[src/rtl/key_event_if.sv]
// Event stream from key_event_ctrl to the game logic: show-ahead head entry plus pop strobe.
interface key_event_if #(
    parameter int unsigned IDX_W = 3
) ();
    logic             ev_valid;
    logic             ev_ready;
    logic [IDX_W-1:0] ev_key;
    logic [1:0]       ev_type;

    modport master (output ev_valid, output ev_key, output ev_type, input ev_ready);
    modport slave  (input ev_valid, input ev_key, input ev_type, output ev_ready);
endinterface

[src/rtl/key_event_ctrl.sv]
// Key-map and event block: matches decoder scan codes against a table, produces held/press/
// release/auto-repeat outputs and queues every event in a small show-ahead FIFO.
module key_event_ctrl #(
    parameter int unsigned           NUM_KEYS     = 7,
    parameter logic [9*NUM_KEYS-1:0] KEY_CODES    = {9'h05A, 9'h075, 9'h029, 9'h02B,
                                                     9'h023, 9'h01B, 9'h01C},
    parameter int unsigned           REPEAT_DELAY = 5000000,
    parameter int unsigned           REPEAT_RATE  = 1000000,
    parameter int unsigned           FIFO_DEPTH   = 8
) (
    input  logic                clk,
    input  logic                rst_n,
    input  logic [511:0]        key_down,
    input  logic [8:0]          last_change,
    input  logic                key_valid,
    input  logic                repeat_en,
    output logic [NUM_KEYS-1:0] key_held,
    output logic [NUM_KEYS-1:0] key_press,
    output logic [NUM_KEYS-1:0] key_release,
    output logic [NUM_KEYS-1:0] key_repeat,
    key_event_if.master         ev,
    output logic                ev_overflow,
    input  logic                ovf_clr
);
    localparam int unsigned IDX_W  = (NUM_KEYS > 1) ? $clog2(NUM_KEYS) : 1;
    localparam int unsigned CntMax = (REPEAT_DELAY > REPEAT_RATE) ? REPEAT_DELAY : REPEAT_RATE;
    localparam int unsigned CntW   = $clog2(CntMax + 1);
    localparam int unsigned PtrW   = $clog2(FIFO_DEPTH);
    localparam logic [PtrW:0] FifoFull = (PtrW + 1)'(FIFO_DEPTH);

    typedef enum logic [1:0] {StIdle, StDelay, StRate} rep_st_e;

    logic                hit, down, press_ev, rel_ev, rep_fire;
    logic [IDX_W-1:0]    idx;
    logic [NUM_KEYS-1:0] held_d, held_q, press_d, press_q, rel_d, rel_q, rep_d, rep_q;
    rep_st_e             st_d, st_q;
    logic [CntW-1:0]     cnt_d, cnt_q;
    logic [IDX_W-1:0]    tgt_d, tgt_q;

    logic                push, pop, wr_en, ovf_d, ovf_q;
    logic [IDX_W-1:0]    push_key;
    logic [1:0]          push_type;
    logic [PtrW-1:0]     wr_ptr_q, rd_ptr_q;
    logic [PtrW:0]       fcnt_d, fcnt_q;
    logic [IDX_W-1:0]    mem_key  [FIFO_DEPTH];
    logic [1:0]          mem_type [FIFO_DEPTH];

    // Descending scan so the lowest matching index is the one left standing.
    always_comb begin
        hit = 1'b0;
        idx = '0;
        for (int i = int'(NUM_KEYS) - 1; i >= 0; i--) begin
            if (last_change == KEY_CODES[9*i +: 9]) begin
                hit = 1'b1;
                idx = IDX_W'(i);
            end
        end
    end

    assign down     = key_down[last_change];
    assign press_ev = key_valid & hit & down & ~held_q[idx];
    assign rel_ev   = key_valid & hit & ~down & held_q[idx];

    always_comb begin
        held_d  = held_q;
        press_d = '0;
        rel_d   = '0;
        if (press_ev) begin
            held_d[idx]  = 1'b1;
            press_d[idx] = 1'b1;
        end
        if (rel_ev) begin
            held_d[idx] = 1'b0;
            rel_d[idx]  = 1'b1;
        end
    end

    always_comb begin
        st_d     = st_q;
        cnt_d    = cnt_q;
        tgt_d    = tgt_q;
        rep_fire = 1'b0;
        if (press_ev) begin
            st_d  = StDelay;
            cnt_d = CntW'(REPEAT_DELAY);
            tgt_d = idx;
        end else if (!repeat_en || (rel_ev && idx == tgt_q)) begin
            st_d = StIdle;
        end else if (st_q != StIdle) begin
            if (cnt_q == CntW'(1)) begin
                // A non-target release owns the FIFO slot this cycle; hold at 1 and retry.
                if (!rel_ev) begin
                    rep_fire = 1'b1;
                    cnt_d    = CntW'(REPEAT_RATE);
                    st_d     = StRate;
                end
            end else begin
                cnt_d = cnt_q - CntW'(1);
            end
        end
        rep_d = rep_fire ? (NUM_KEYS'(1) << tgt_q) : '0;
    end

    assign push      = press_ev | rel_ev | rep_fire;
    assign push_key  = rep_fire ? tgt_q : idx;
    assign push_type = press_ev ? 2'b01 : (rel_ev ? 2'b10 : 2'b11);
    assign pop       = (fcnt_q != '0) & ev.ev_ready;
    assign wr_en     = push & ((fcnt_q != FifoFull) | pop);
    assign ovf_d     = ovf_clr ? 1'b0 : (ovf_q | (push & ~wr_en));

    always_comb begin
        fcnt_d = fcnt_q;
        if (wr_en && !pop) begin
            fcnt_d = fcnt_q + 1'b1;
        end else if (!wr_en && pop) begin
            fcnt_d = fcnt_q - 1'b1;
        end
    end

    always_ff @(posedge clk or negedge rst_n) begin
        if (!rst_n) begin
            held_q   <= '0;
            press_q  <= '0;
            rel_q    <= '0;
            rep_q    <= '0;
            st_q     <= StIdle;
            cnt_q    <= '0;
            tgt_q    <= '0;
            ovf_q    <= 1'b0;
            wr_ptr_q <= '0;
            rd_ptr_q <= '0;
            fcnt_q   <= '0;
            for (int i = 0; i < int'(FIFO_DEPTH); i++) begin
                mem_key[i]  <= '0;
                mem_type[i] <= '0;
            end
        end else begin
            held_q  <= held_d;
            press_q <= press_d;
            rel_q   <= rel_d;
            rep_q   <= rep_d;
            st_q    <= st_d;
            cnt_q   <= cnt_d;
            tgt_q   <= tgt_d;
            ovf_q   <= ovf_d;
            fcnt_q  <= fcnt_d;
            if (wr_en) begin
                mem_key[wr_ptr_q]  <= push_key;
                mem_type[wr_ptr_q] <= push_type;
                wr_ptr_q           <= wr_ptr_q + 1'b1;
            end
            if (pop) begin
                rd_ptr_q <= rd_ptr_q + 1'b1;
            end
        end
    end

    assign key_held    = held_q;
    assign key_press   = press_q;
    assign key_release = rel_q;
    assign key_repeat  = rep_q;
    assign ev_overflow = ovf_q;
    assign ev.ev_valid = (fcnt_q != '0);
    assign ev.ev_key   = mem_key[rd_ptr_q];
    assign ev.ev_type  = mem_type[rd_ptr_q];
endmodule

[src/flat_wrapper.sv]
// flat-port wrapper written by rule: the top's interface ports become plain ports
module key_event_ctrl_flat 
#(
    parameter int unsigned           NUM_KEYS     = 7,
    parameter logic [9*NUM_KEYS-1:0] KEY_CODES    = {9'h05A, 9'h075, 9'h029, 9'h02B,
                                                     9'h023, 9'h01B, 9'h01C},
    parameter int unsigned           REPEAT_DELAY = 5000000,
    parameter int unsigned           REPEAT_RATE  = 1000000,
    parameter int unsigned           FIFO_DEPTH   = 8
)
  (clk, rst_n, key_down, last_change, key_valid, repeat_en, key_held, key_press, key_release, key_repeat, ev_overflow, ovf_clr, ev_ev_valid, ev_ev_key, ev_ev_type, ev_ev_ready);
  key_event_if #(.IDX_W(3)) ev_i ();
  input  logic clk;
  input  logic rst_n;
  input  logic [511:0] key_down;
  input  logic [8:0] last_change;
  input  logic key_valid;
  input  logic repeat_en;
  output logic [NUM_KEYS-1:0] key_held;
  output logic [NUM_KEYS-1:0] key_press;
  output logic [NUM_KEYS-1:0] key_release;
  output logic [NUM_KEYS-1:0] key_repeat;
  output logic ev_overflow;
  input  logic ovf_clr;
  output wire logic [$bits(ev_i.ev_valid)-1:0] ev_ev_valid;
  output wire logic [$bits(ev_i.ev_key)-1:0] ev_ev_key;
  output wire logic [$bits(ev_i.ev_type)-1:0] ev_ev_type;
  input wire logic [$bits(ev_i.ev_ready)-1:0] ev_ev_ready;
  assign ev_ev_valid = ev_i.ev_valid;
  assign ev_ev_key = ev_i.ev_key;
  assign ev_ev_type = ev_i.ev_type;
  assign ev_i.ev_ready = ev_ev_ready;
  key_event_ctrl #(.NUM_KEYS(NUM_KEYS), .KEY_CODES(KEY_CODES), .REPEAT_DELAY(REPEAT_DELAY), .REPEAT_RATE(REPEAT_RATE), .FIFO_DEPTH(FIFO_DEPTH)) u_core (.clk(clk), .rst_n(rst_n), .key_down(key_down), .last_change(last_change), .key_valid(key_valid), .repeat_en(repeat_en), .key_held(key_held), .key_press(key_press), .key_release(key_release), .key_repeat(key_repeat), .ev(ev_i), .ev_overflow(ev_overflow), .ovf_clr(ovf_clr));
endmodule
[config.mk]
export PLATFORM = sky130hd
export DESIGN_NAME = key_event_ctrl_flat
export DESIGN_NICKNAME = d
export VERILOG_FILES = /design/src/rtl/key_event_if.sv /design/src/rtl/key_event_ctrl.sv /design/src/flat_wrapper.sv
export SDC_FILE = /design/constraint.sdc
export NUM_CORES = 1
export LEC_CHECK = 0
export CAP_MARGIN = 20
export CORE_AREA = 4 4 216 218
export DETAILED_ROUTE_END_ITERATION = 16
export DIE_AREA = 0 0 220 222
export PLACE_DENSITY_LB_ADDON = 0.1
export SLEW_MARGIN = 20
export SYNTH_ARGS = -nofsm -noshare
export SYNTH_HDL_FRONTEND = slang
export SYNTH_SLANG_ARGS = --single-unit
[constraint.sdc]
create_clock -name clk -period 3.2 [get_ports clk]
set_input_delay 0.32 -clock clk [delete_from_list [all_inputs] [get_ports clk]]
set_output_delay 0.32 -clock clk [all_outputs]
set_load 0.02 [all_outputs]
# After elaboration in Yosys (flattened, before gate mapping)
# Cells that the tools add are included.
dict set report totals {
  regBits 107
  in_bits 527
  output_inout_bits 35
  word_cells 147
}
dict set report classes {
  addsub 5
  order_cmp 6
  n_eq_ne 13
  shifts 1
  n_mux 58
  bitwise_logic 20
  reduce_logical 17
}
# operator n
set ops {}
lappend ops {{23-bit two-way mux} 5}
lappend ops {{7-bit two-way mux} 5}
lappend ops {{3-bit two-way mux} 11}
lappend ops {{9-bit by 6-bit == test with 1-bit output, second input constant} 3}
lappend ops {{24-bit bitwise mux} 1}
lappend ops {{23-bit by 1-bit == test with 1-bit output, second input constant} 1}
lappend ops {{23-bit by 1-bit subtractor with 23-bit output, second input constant} 1}
lappend ops {{9-bit by 5-bit == test with 1-bit output, second input constant} 2}
lappend ops {{9-bit by 7-bit == test with 1-bit output, second input constant} 2}
lappend ops {{2-bit two-way mux} 9}
lappend ops {{1-bit two-way mux} 17}
lappend ops {{16-bit bitwise mux} 1}
lappend ops {{9-bit by 10-bit less-than comparator with 1-bit output, second input constant} 1}
lappend ops {{1-bit binary-select mux with 9-bit select} 1}
lappend ops {{3-bit binary-select mux with 3-bit select} 1}
lappend ops {{3-bit demux with 3-bit select} 1}
lappend ops {{1-bit bitwise AND} 8}
lappend ops {{4-bit >= comparator, second input constant} 2}
lappend ops {{4-bit two-way mux} 2}
lappend ops {{3-bit inverter with 4-bit output} 2}
lappend ops {{7-bit bitwise AND} 1}
lappend ops {{7-bit inverter} 1}
lappend ops {{7-bit bitwise OR} 1}
lappend ops {{1-bit by 3-bit left shift with 7-bit output, first input constant} 1}
lappend ops {{other kinds (23)} 40}

# Longest topological paths before layout
# Gate-level depths: netlist (run 1).
dict set report logic_depth {
  depth_word 22
  mapped_depth 22
  depth_no_buf 15
}

# Worst setup path after synthesis (run 1)
# Ideal clock, no wire load.
dict set report synth_timing {
  path_type {input to register}
  startpoint {in last_change[0]}
  endpoint {reg u_core.fcnt_q[3]}
  setup_time_ps 125
  arrival_time_ps 4265
  t_required_ps 3075
  path_slack_ps -1191
  path_stages 19
  n_path_buf 5
  path_cell_list {buf_6 buf_6 buf_2 mux4_2 a22oi_1 a21oi_1 o311a_1 or4_1 buf_2 a31oi_4 buf_2 ha_1 inv_1 ha_1 a21o_1 a21oi_1 xnor2_1 nor2_1 xor2_1}
}
dict set report synth_between {
  elab_chain_len 21
  elab_cells_between_ends 48
  classes_between {eq/ne: 8; mux: 24; bitwise: 10; reduce/logical: 6}
}
# element line_no
set synth_lines {}
lappend synth_lines {{start, declared} flat_wrapper.sv:16} ;# input logic [8:0] last_change;
lappend synth_lines {{9-bit by 7-bit == test with 1-bit output} key_event_ctrl.sv:53} ;# if (last_change == KEY_CODES[9*i +: 9]) begin
lappend synth_lines {{3-bit two-way mux / 1-bit two-way mux (equally long branches) (7 in a row)} key_event_ctrl.sv:53}
lappend synth_lines {{1-bit binary-select mux with 3-bit select / 1-bit bitwise AND (equally long branches)} {key_event_ctrl.sv:61, key_event_ctrl.sv:62}}
lappend synth_lines {{1-bit two-way mux (implied by the code) / 1-bit bitwise AND (equally long branches)} {key_event_ctrl.sv:61, key_event_ctrl.sv:62}}
lappend synth_lines {{1-bit bitwise AND} key_event_ctrl.sv:62} ;# assign rel_ev = key_valid & hit & ~down & held_q[idx];
lappend synth_lines {{1-bit two-way mux} key_event_ctrl.sv:92} ;# if (!rel_ev) begin
lappend synth_lines {{1-bit two-way mux} key_event_ctrl.sv:90} ;# if (cnt_q == CntW'(1)) begin
lappend synth_lines {{1-bit two-way mux} key_event_ctrl.sv:89} ;# end else if (st_q != StIdle) begin
lappend synth_lines {{1-bit two-way mux} key_event_ctrl.sv:87} ;# end else if (!repeat_en || (rel_ev && idx == tgt_q)) begin
lappend synth_lines {{1-bit two-way mux} key_event_ctrl.sv:83} ;# if (press_ev) begin
lappend synth_lines {{1-bit bitwise OR (*)} key_event_ctrl.sv:104} ;# assign push = press_ev | rel_ev | rep_fire;
lappend synth_lines {{1-bit bitwise AND (*)} key_event_ctrl.sv:108} ;# assign wr_en = push & ((fcnt_q != FifoFull) | pop);
lappend synth_lines {{net u_core.wr_en} key_event_ctrl.sv:40} ;# logic push, pop, wr_en, ovf_d, ovf_q;
lappend synth_lines {{1-bit zero test} key_event_ctrl.sv:115} ;# end else if (!wr_en && pop) begin
lappend synth_lines {{1-bit logical AND} key_event_ctrl.sv:115}
lappend synth_lines {{2-bit nonzero test (no line)} --}
lappend synth_lines {{end signal, assigned} key_event_ctrl.sv:146} ;# fcnt_q <= fcnt_d;
lappend synth_lines {{end, declared} key_event_ctrl.sv:44} ;# logic [PtrW:0] fcnt_d, fcnt_q;
# Mark *: on every way through the listed nets, which the timed path passes. The rest lies on a longest branch. The select of a mux whose other input is x is not followed.
# A chain may end at the register's enable or synchronous reset.

# Worst setup path in the final report (run 1)
dict set report layout_timing {
  startpoint {in key_down[7]}
  endpoint {reg u_core.fcnt_q[3]}
}
dict set report layout_between {
  elab_chain_len 15
  elab_cells_between_ends 22
  classes_between {mux: 8; bitwise: 8; reduce/logical: 6}
}
# element line_no
set layout_lines {}
lappend layout_lines {{start, declared} flat_wrapper.sv:15} ;# input logic [511:0] key_down;
lappend layout_lines {{1-bit binary-select mux with 9-bit select (*)} key_event_ctrl.sv:60} ;# assign down = key_down[last_change];
lappend layout_lines {{1-bit two-way mux (implied by the code) (*)} key_event_ctrl.sv:60}
lappend layout_lines {{1-bit inverter} key_event_ctrl.sv:62}
lappend layout_lines {{1-bit bitwise AND (2 in a row)} key_event_ctrl.sv:62}
lappend layout_lines {{1-bit two-way mux} key_event_ctrl.sv:92}
lappend layout_lines {{1-bit two-way mux} key_event_ctrl.sv:90}
lappend layout_lines {{1-bit two-way mux} key_event_ctrl.sv:89}
lappend layout_lines {{1-bit two-way mux} key_event_ctrl.sv:87}
lappend layout_lines {{1-bit two-way mux} key_event_ctrl.sv:83}
lappend layout_lines {{1-bit bitwise OR (*)} key_event_ctrl.sv:104}
lappend layout_lines {{1-bit bitwise AND (*)} key_event_ctrl.sv:108}
lappend layout_lines {{1-bit zero test} key_event_ctrl.sv:115}
lappend layout_lines {{1-bit logical AND} key_event_ctrl.sv:115}
lappend layout_lines {{2-bit nonzero test (no line)} --}
# Mark *: on every way between the ends. The rest lies on a longest branch, timed or not. The select of a mux whose other input is x is not followed.

==> results_dict.tcl, run 1 <==
set metrics [dict create \
    irDropWorstVdd_mv 0.2250 \
    antenna_found_initial 23 \
    gp_congestion 0.9142 \
    worstMarginPinSlew_ns 0.7237 \
    synth_common_cells "107 x dfrtp_1, 96 x mux2i_1, 93 x mux4_2" \
    first_global_vias 11860 \
    first_pass_iters 5 \
    dp_hpwl_mm 47.36 \
    port_buffers 561 \
    setup_ws_ns -0.4012 \
    timing_hold_violations_final 0 \
    end_kind "register" \
    netlist.area_leader.share_pct 26.98 \
    drt_iter0_markers 496 \
    die_h_um 222 \
    ctsHtreeMaxLevel 3 \
    ys_ff_latch 107 \
    drcViolationCount 0 \
    final_layout_size_suffix_gt1_share_pct 27.80 \
    clock_sinks 107 \
    grt_pass1_wl_mm 80.66 \
    gr-total-overflow 0 \
    synth_most_common_cell "dfrtp_1" \
    clk_path_buf_depth 2 \
    r2r_slack_ns 0.18 \
    grt_util_all_layers_pct 22.38 \
    tritoncts "done" \
    leakage_nw 7.578 \
    relSlewSlack_pct 51.75 \
    syn2layout_area_growth_pct 86.88 \
    start_kind "input port" \
    crit_type "in -> reg" \
    yosys-top-cells-area "dfrtp_1 27%, mux4_2 21%, mux2i_1 9.7%" \
    reg2reg_depth 14 \
    period_share_pct 112.5 \
    synth_top_area_cell "dfrtp_1" \
    critPathRequiredTime_ns 3.44 \
    crit_arrival_ns 3.84 \
    rows 78 \
    fin_nets 2156 \
    ant_nets 0 \
    fill_cells 4473 \
    grt_max_degree 53 \
    r2r_start "u_core.key_held[4]" \
    violations "setup timing" \
    drt-wirelength-per-cell_um 25.41 \
    syn-mean-instance-area_sq_um 10.55 \
    worstPathMaxFanout 3 \
    final_core_util_pct 41.31 \
    crit_start "key_down[7]" \
    cts_root_buf "clkbuf_16" \
    yosysWarnings 0 \
    clk_pin_slew_ns 0.08 \
    slew_viol_final 0 \
    worst_hold_slack_ns 0.01549 \
    wl_mm 56.84 \
    syn_area_sq_um 9925 \
    ys.flop_type "dfrtp_1" \
    finClkSkew_ns 0.007130 \
    num_io_pins 562 \
    cellPowerDensity_nw_per_um2 270.6 \
    die_w_um 220 \
    syn-num-nets 1476 \
    pre_cts_slack_ns -1.431 \
    async_flop_share_pct 100.0 \
    setup_viol 59 \
    seq_area_frac_synth_pct 26.98 \
    maxCapViolCount 0 \
    hp-class "in -> async" \
    drt-vias-per-instance 4.888 \
    rsz0062_at_grt "true" \
    yosysUniqueCellTypes 73 \
    numCtsBuffers 9 \
    fp.coreArea_sq_um 44890 \
    routed-via-count 10930 \
    max_freq_ghz 0.2777 \
    synth_edf_count 0 \
    start_util_pct 22.11 \
    synth_cells 941 \
    dieArea_sq_um 48840 \
    r2r_end "u_core.fcnt_q[3]" \
    status "finished, violations left" \
    clk_latency_ns 0.36 \
    min_period_ns 3.601 \
]
==> state kept, by name, summed over array words and instances, names as in the netlist, 4 cells and up <==
signal / cells
u_core.cnt_q: 23
u_core.fcnt_q: 4
u_core.key_held: 7
u_core.key_press: 7
u_core.key_release: 7
u_core.key_repeat: 7
u_core.mem_key: 24
u_core.mem_type: 16
==> what timing repair did <==
| item | 4_1_cts | 5_1_grt |
|---|---|---|
| pin swaps | 17 | 11 |
| gates resized for setup | 118 | 74 |
| hold buffers | 0 | 0 |
| setup buffers | 13 | 8 |
| cloned | 4 | 1 |
| endpoints found under the setup margin | 104 | 98 |
==> logic make-up (layout without fill, tap and decap cells) <==
family | count (synthesis) | count (layout) | share of synthesized area [%]
xor gates and xnor gates | 11 | 11 | 0.9708
and+or+nand+nor | 295 | 295 | 15.46
other | 0 | 11 | 0
buffers and inverters | 94 | 779 | 4.803
DFF | 107 | 107 | 26.98
muxes | 249 | 249 | 37.59
adders and majority gates | 8 | 8 | 1.084
AOI/OAI and AO/OA | 177 | 177 | 13.11
==> worst max-delay path: stages <==
cell and delay (ns):
clkdlybuf4s50_1 0.48, mux4_2 0.55, nor2_2 0.10, o31ai_1 0.08
a211o_1 0.31, o311a_4 0.16, or4_4 0.54, a31oi_4 0.22
ha_4 0.18, inv_4 0.05, ha_4 0.20, a21o_1 0.16
a21oi_2 0.13, xnor2_1 0.13, nor2_1 0.07, xor2_1 0.15
==> through the flow <==
| step | cell area (sq um) | total power, mW | cells | setup TNS, ns |
|---|---|---|---|---|
| 2_1_floorplan | 10120 | 2.619 | 941 | -27.36 |
| 3_3_place_gp | 17310 | 3.798 | 2185 | -113.53 |
| 3_5_place_dp | 17310 | 3.821 | 2185 | -110.95 |
| 4_1_cts | 18130 | 5.028 | 2217 | -21.05 |
| 5_1_grt | 18540 | 5.312 | 2236 | -19.50 |
| 6_report | 18550 | 5.019 | 2237 | -10.83 |
==> how the worst max path moves through the flow <==
| stage | end | slack (ns) | cells after the start |
|---|---|---|---|
| after floorplan | u_core.fcnt_q[3] | -0.85 | 19 |
| after global placement | u_core.fcnt_q[3] | -1.49 | 16 |
| after detailed placement | u_core.fcnt_q[3] | -1.43 | 16 |
| after CTS | u_core.fcnt_q[3] | -0.46 | 17 |
| after global routing | u_core.fcnt_q[3] | -0.50 | 18 |
| final | u_core.fcnt_q[3] | -0.40 | 16 |
==> cell usage in the layout, fill, tap and decap left out, types with 12 or more instances in the layout <==
cell	n
a21oi_1	12
a22oi_1	39
buf_12	16
buf_4	152
buf_6	13
clkdlybuf4s50_1	511
dfrtp_1	107
dlygate4sd2_1	41
mux2_2	35
mux2_4	24
mux2i_1	90
mux4_2	93
nand2_1	67
nand2b_1	12
nand3_1	28
nor2_1	55
nor3_1	23
o21ai_0	22
or3_1	13
==> layout make-up <==
cell class	instances	area [sq um]	share of cell area, %
multi-input combinational	740	7312	39.43
inverter	12	47.55	0.2564
sequential	107	2678	14.44
clock buffer	9	225.2	1.214
timing repair buffer	751	7437	40.10
tap	600	750.7	4.048
clock inverter	7	68.82	0.3710
antenna	11	27.53	0.1484
==> power by group <==
group / leakage [nW] / internal, mW / total (mW) / switching (mW)
clock network: 0.137 / 0.548 / 1.11 / 0.560
registers: 1.45 / 1.47 / 1.67 / 0.204
logic: 5.99 / 1.37 / 2.24 / 0.865
==> per-layer routing <==
| layer | wire [um] | up-vias | track usage (%) |
|---|---|---|---|
| met2 | 27580 | 404 | 37.55 |
| met5 | 90 | - | 0 |
| met1 | 24150 | 5391 | 28.72 |
| met4 | 752 | 14 | 4.295 |
| met3 | 4271 | 45 | 6.647 |
| li1 | - | 5080 | - |
No activity file was read; power rests on OpenSTA's default activity.
==> run 2, diff against run 1 <==
--- a/config.mk
+++ b/config.mk
@@ -9,6 +9,7 @@
 export CORE_AREA = 4 4 216 218
 export DETAILED_ROUTE_END_ITERATION = 16
 export DIE_AREA = 0 0 220 222
+export GPL_TIMING_DRIVEN = 0
 export PLACE_DENSITY_LB_ADDON = 0.1
 export SLEW_MARGIN = 20
 export SYNTH_ARGS = -nofsm -noshare
==> run 2 against run 1 <==
Effect of this change:
- cell area is 5.7% higher
- flip-flop and latch count stayed put
- total power is 5.5% higher
- clock skew is 0.0040 ns higher
- highest routed layer unchanged
- the run still ends with setup timing left
==> results_dict.tcl, run 2 (synthesis results as in run 1) <==
set metrics [dict create \
    antenna_found_initial 21 \
    ant_nets 0 \
    syn2layout_area_growth_pct 97.45 \
    cpPeakStageDelay_ns 0.57 \
    drcViolationCount 0 \
    totalPowerFinal_mw 5.296 \
    timing_hold_violations_final 0 \
    relSlewSlack_pct 44.23 \
    first_pass_iters 5 \
    gp_congestion 0.8947 \
    leakage_nw 7.783 \
    clk_path_buf_depth 2 \
    slew_viol_final 0 \
    grt_util_all_layers_pct 24.71 \
    wl_mm 63.43 \
    largest_reg_flops 24 \
    crit_top_cell "buf_12" \
    finClkSkew_ns 0.01117 \
    drt-wirelength-per-cell_um 28.48 \
    pre_cts_slack_ns -2.839 \
    crit_arrival_ns 4.08 \
    hp-start "last_change[5]" \
    top_register "u_core.mem_key" \
    fill_cells 4317 \
    tritoncts "done" \
    setup_ws_ns -0.6365 \
    violations "setup timing" \
    gr-total-overflow 0 \
    routed-via-count 11190 \
    numCtsBuffers 9 \
    cts_root_buf "clkbuf_16" \
    critPathRequiredTime_ns 3.44 \
    rsz0062_at_grt "true" \
    clk_latency_ns 0.35 \
    hp-class "in -> reg" \
    worstPathMaxFanout 7 \
    setup_viol 97 \
    clock_sinks 107 \
    placed_area_sq_um 16490 \
    worstMarginPinSlew_ns 0.8366 \
    dieArea_sq_um 48840 \
    start_util_pct 22.11 \
    cellPowerDensity_nw_per_um2 270.3 \
    cp_slowest_cell "or4_4" \
    top_regs "u_core.mem_key (24), u_core.cnt_q (23), u_core.mem_type (16)" \
    num_io_pins 562 \
    drt_iter0_markers 613 \
    period_share_pct 119.9 \
    crit_start "last_change[0]" \
    die_w_um 220 \
    start_kind "input port" \
    drt-vias-per-instance 5.026 \
    stdcell_area_sq_um 19600 \
    status "finished, violations left" \
    ctsHtreeMaxLevel 3 \
    max_freq_ghz 0.2607 \
    grt_pass1_wl_mm 86.57 \
    maxCapViolCount 0 \
    fp.coreArea_sq_um 44890 \
    layout_commonest_cell "clkdlybuf4s50_1" \
    irDropWorstVdd_mv 0.2331 \
    port_buffers 559 \
    die_h_um 222 \
    end_kind "register" \
    dp_hpwl_mm 51.82 \
    rows 78 \
    crit_chain "buf_12 -> buf_12 -> buf_12 -> buf_16 -> buf_12 -> mux2i_4 -> a22oi_1 -> a41o_1 -> o311a_4 -> or4_4 -> a31oi_4 -> buf_6 -> ha_4 -> inv_4 -> ha_4 -> a21o_1 -> a21oi_2 -> xnor2_1 -> nor2_1 -> xor2_1" \
    layout_common_cells "538 x clkdlybuf4s50_1, 107 x dfrtp_1, 93 x mux4_2" \
    fin_nets 2145 \
    final_layout_size_suffix_gt1_share_pct 31.52 \
    grt_max_degree 76 \
    clk_pin_slew_ns 0.08 \
    r2r_start "u_core.cnt_q[2]" \
    min_period_ns 3.836 \
    crit_type "in -> reg" \
    first_global_vias 12030 \
]
[run 2: cell types whose count changed in the layout (fill, tap and decap cells not counted), sizes merged, moves of 2 or more]
cell / before / now
clkdlybuf4s50: 511 / 538
dlygate4sd2: 41 / 6
buf: 193 / 140
dlymetal6s2s: 4 / 13
bufinv: 0 / 2
inv: 15 / 12
clkbuf: 10 / 49
[run 2: worst paths after layout]
check | endpoint | slack, ns | cells past startpoint
max | u_core.fcnt_q[3] | -0.64 | 20
max in group asynchronous | u_core.cnt_q[10] | 2.08 | 3
max reg2reg | u_core.fcnt_q[3] | -0.08 | 14
min reg2reg | u_core.fcnt_q[3] | 0.50 | 1
min | u_core.key_release[3] | 0.41 | 3
min in group asynchronous | u_core.key_repeat[6] | 0.42 | 2
[run 2: timing repair]
action	4_1_cts	5_1_grt
hold endpoints to repair	32	0
endpoints found under the setup margin	109	101
cloned	6	2
gates resized for setup	310	157
buffers inserted	63	36
pin swaps	45	56
hold buffers	1	0
[run 2: routing by layer]
metal / share of wire (%) / global-route usage [%] / vias up
met4: 2.0 / 5.936 / 10
met1: 41 / 31.82 / 5580
li1: - / - / 5065
met5: 0.088 / 0 / -
met3: 7.9 / 6.359 / 56
met2: 49 / 41.46 / 481
[run 2: final cells by class]
type / instances / area [sq um] / share of cell area (%)
Inverter: 12 / 55.05 / 0.2809
Antenna cell: 12 / 30.03 / 0.1532
Buffer: 76 / 922.1 / 4.706
Sequential cell: 107 / 2678 / 13.66
Clock inverter: 7 / 98.84 / 0.5044
Clock buffer: 9 / 225.2 / 1.149
Tap cell: 600 / 750.7 / 3.831
Multi-Input combinational cell: 740 / 7991 / 40.78
Timing Repair Buffer: 664 / 6845 / 34.93
[run 2: report_power, final]
group / internal, mW / switching, mW
Clock: 0.693 / 0.520
Combinational: 1.43 / 1.05
Sequential: 1.47 / 0.132
Total: 3.59 / 1.70
[run 2: critical path: cells and delay by family]
family | cells | cell delay [ns]
adders and majority gates | 2 | 0.34
AOI/OAI and AO/OA | 6 | 1.31
buffers and inverters | 7 | 0.80
muxes | 1 | 0.36
xor gates and xnor gates | 2 | 0.27
and+or+nand+nor | 2 | 0.64
[run 2: metrics by stage]
| stage | setup TNS [ns] | std cells | hold slack, ns | utilization (%) |
|---|---|---|---|---|
| 2_1_floorplan | -27.36 | 941 | 0.02441 | - |
| 3_3_place_gp | -535.29 | 2100 | 0.4708 | 36.68 |
| 3_5_place_dp | -253.02 | 2101 | 0.2351 | 36.74 |
| 4_1_cts | -32.46 | 2185 | 0.4214 | 41.61 |
| 5_1_grt | -42.05 | 2225 | 0.4234 | 43.64 |
| 6_report | -36.09 | 2227 | 0.4142 | 43.65 |
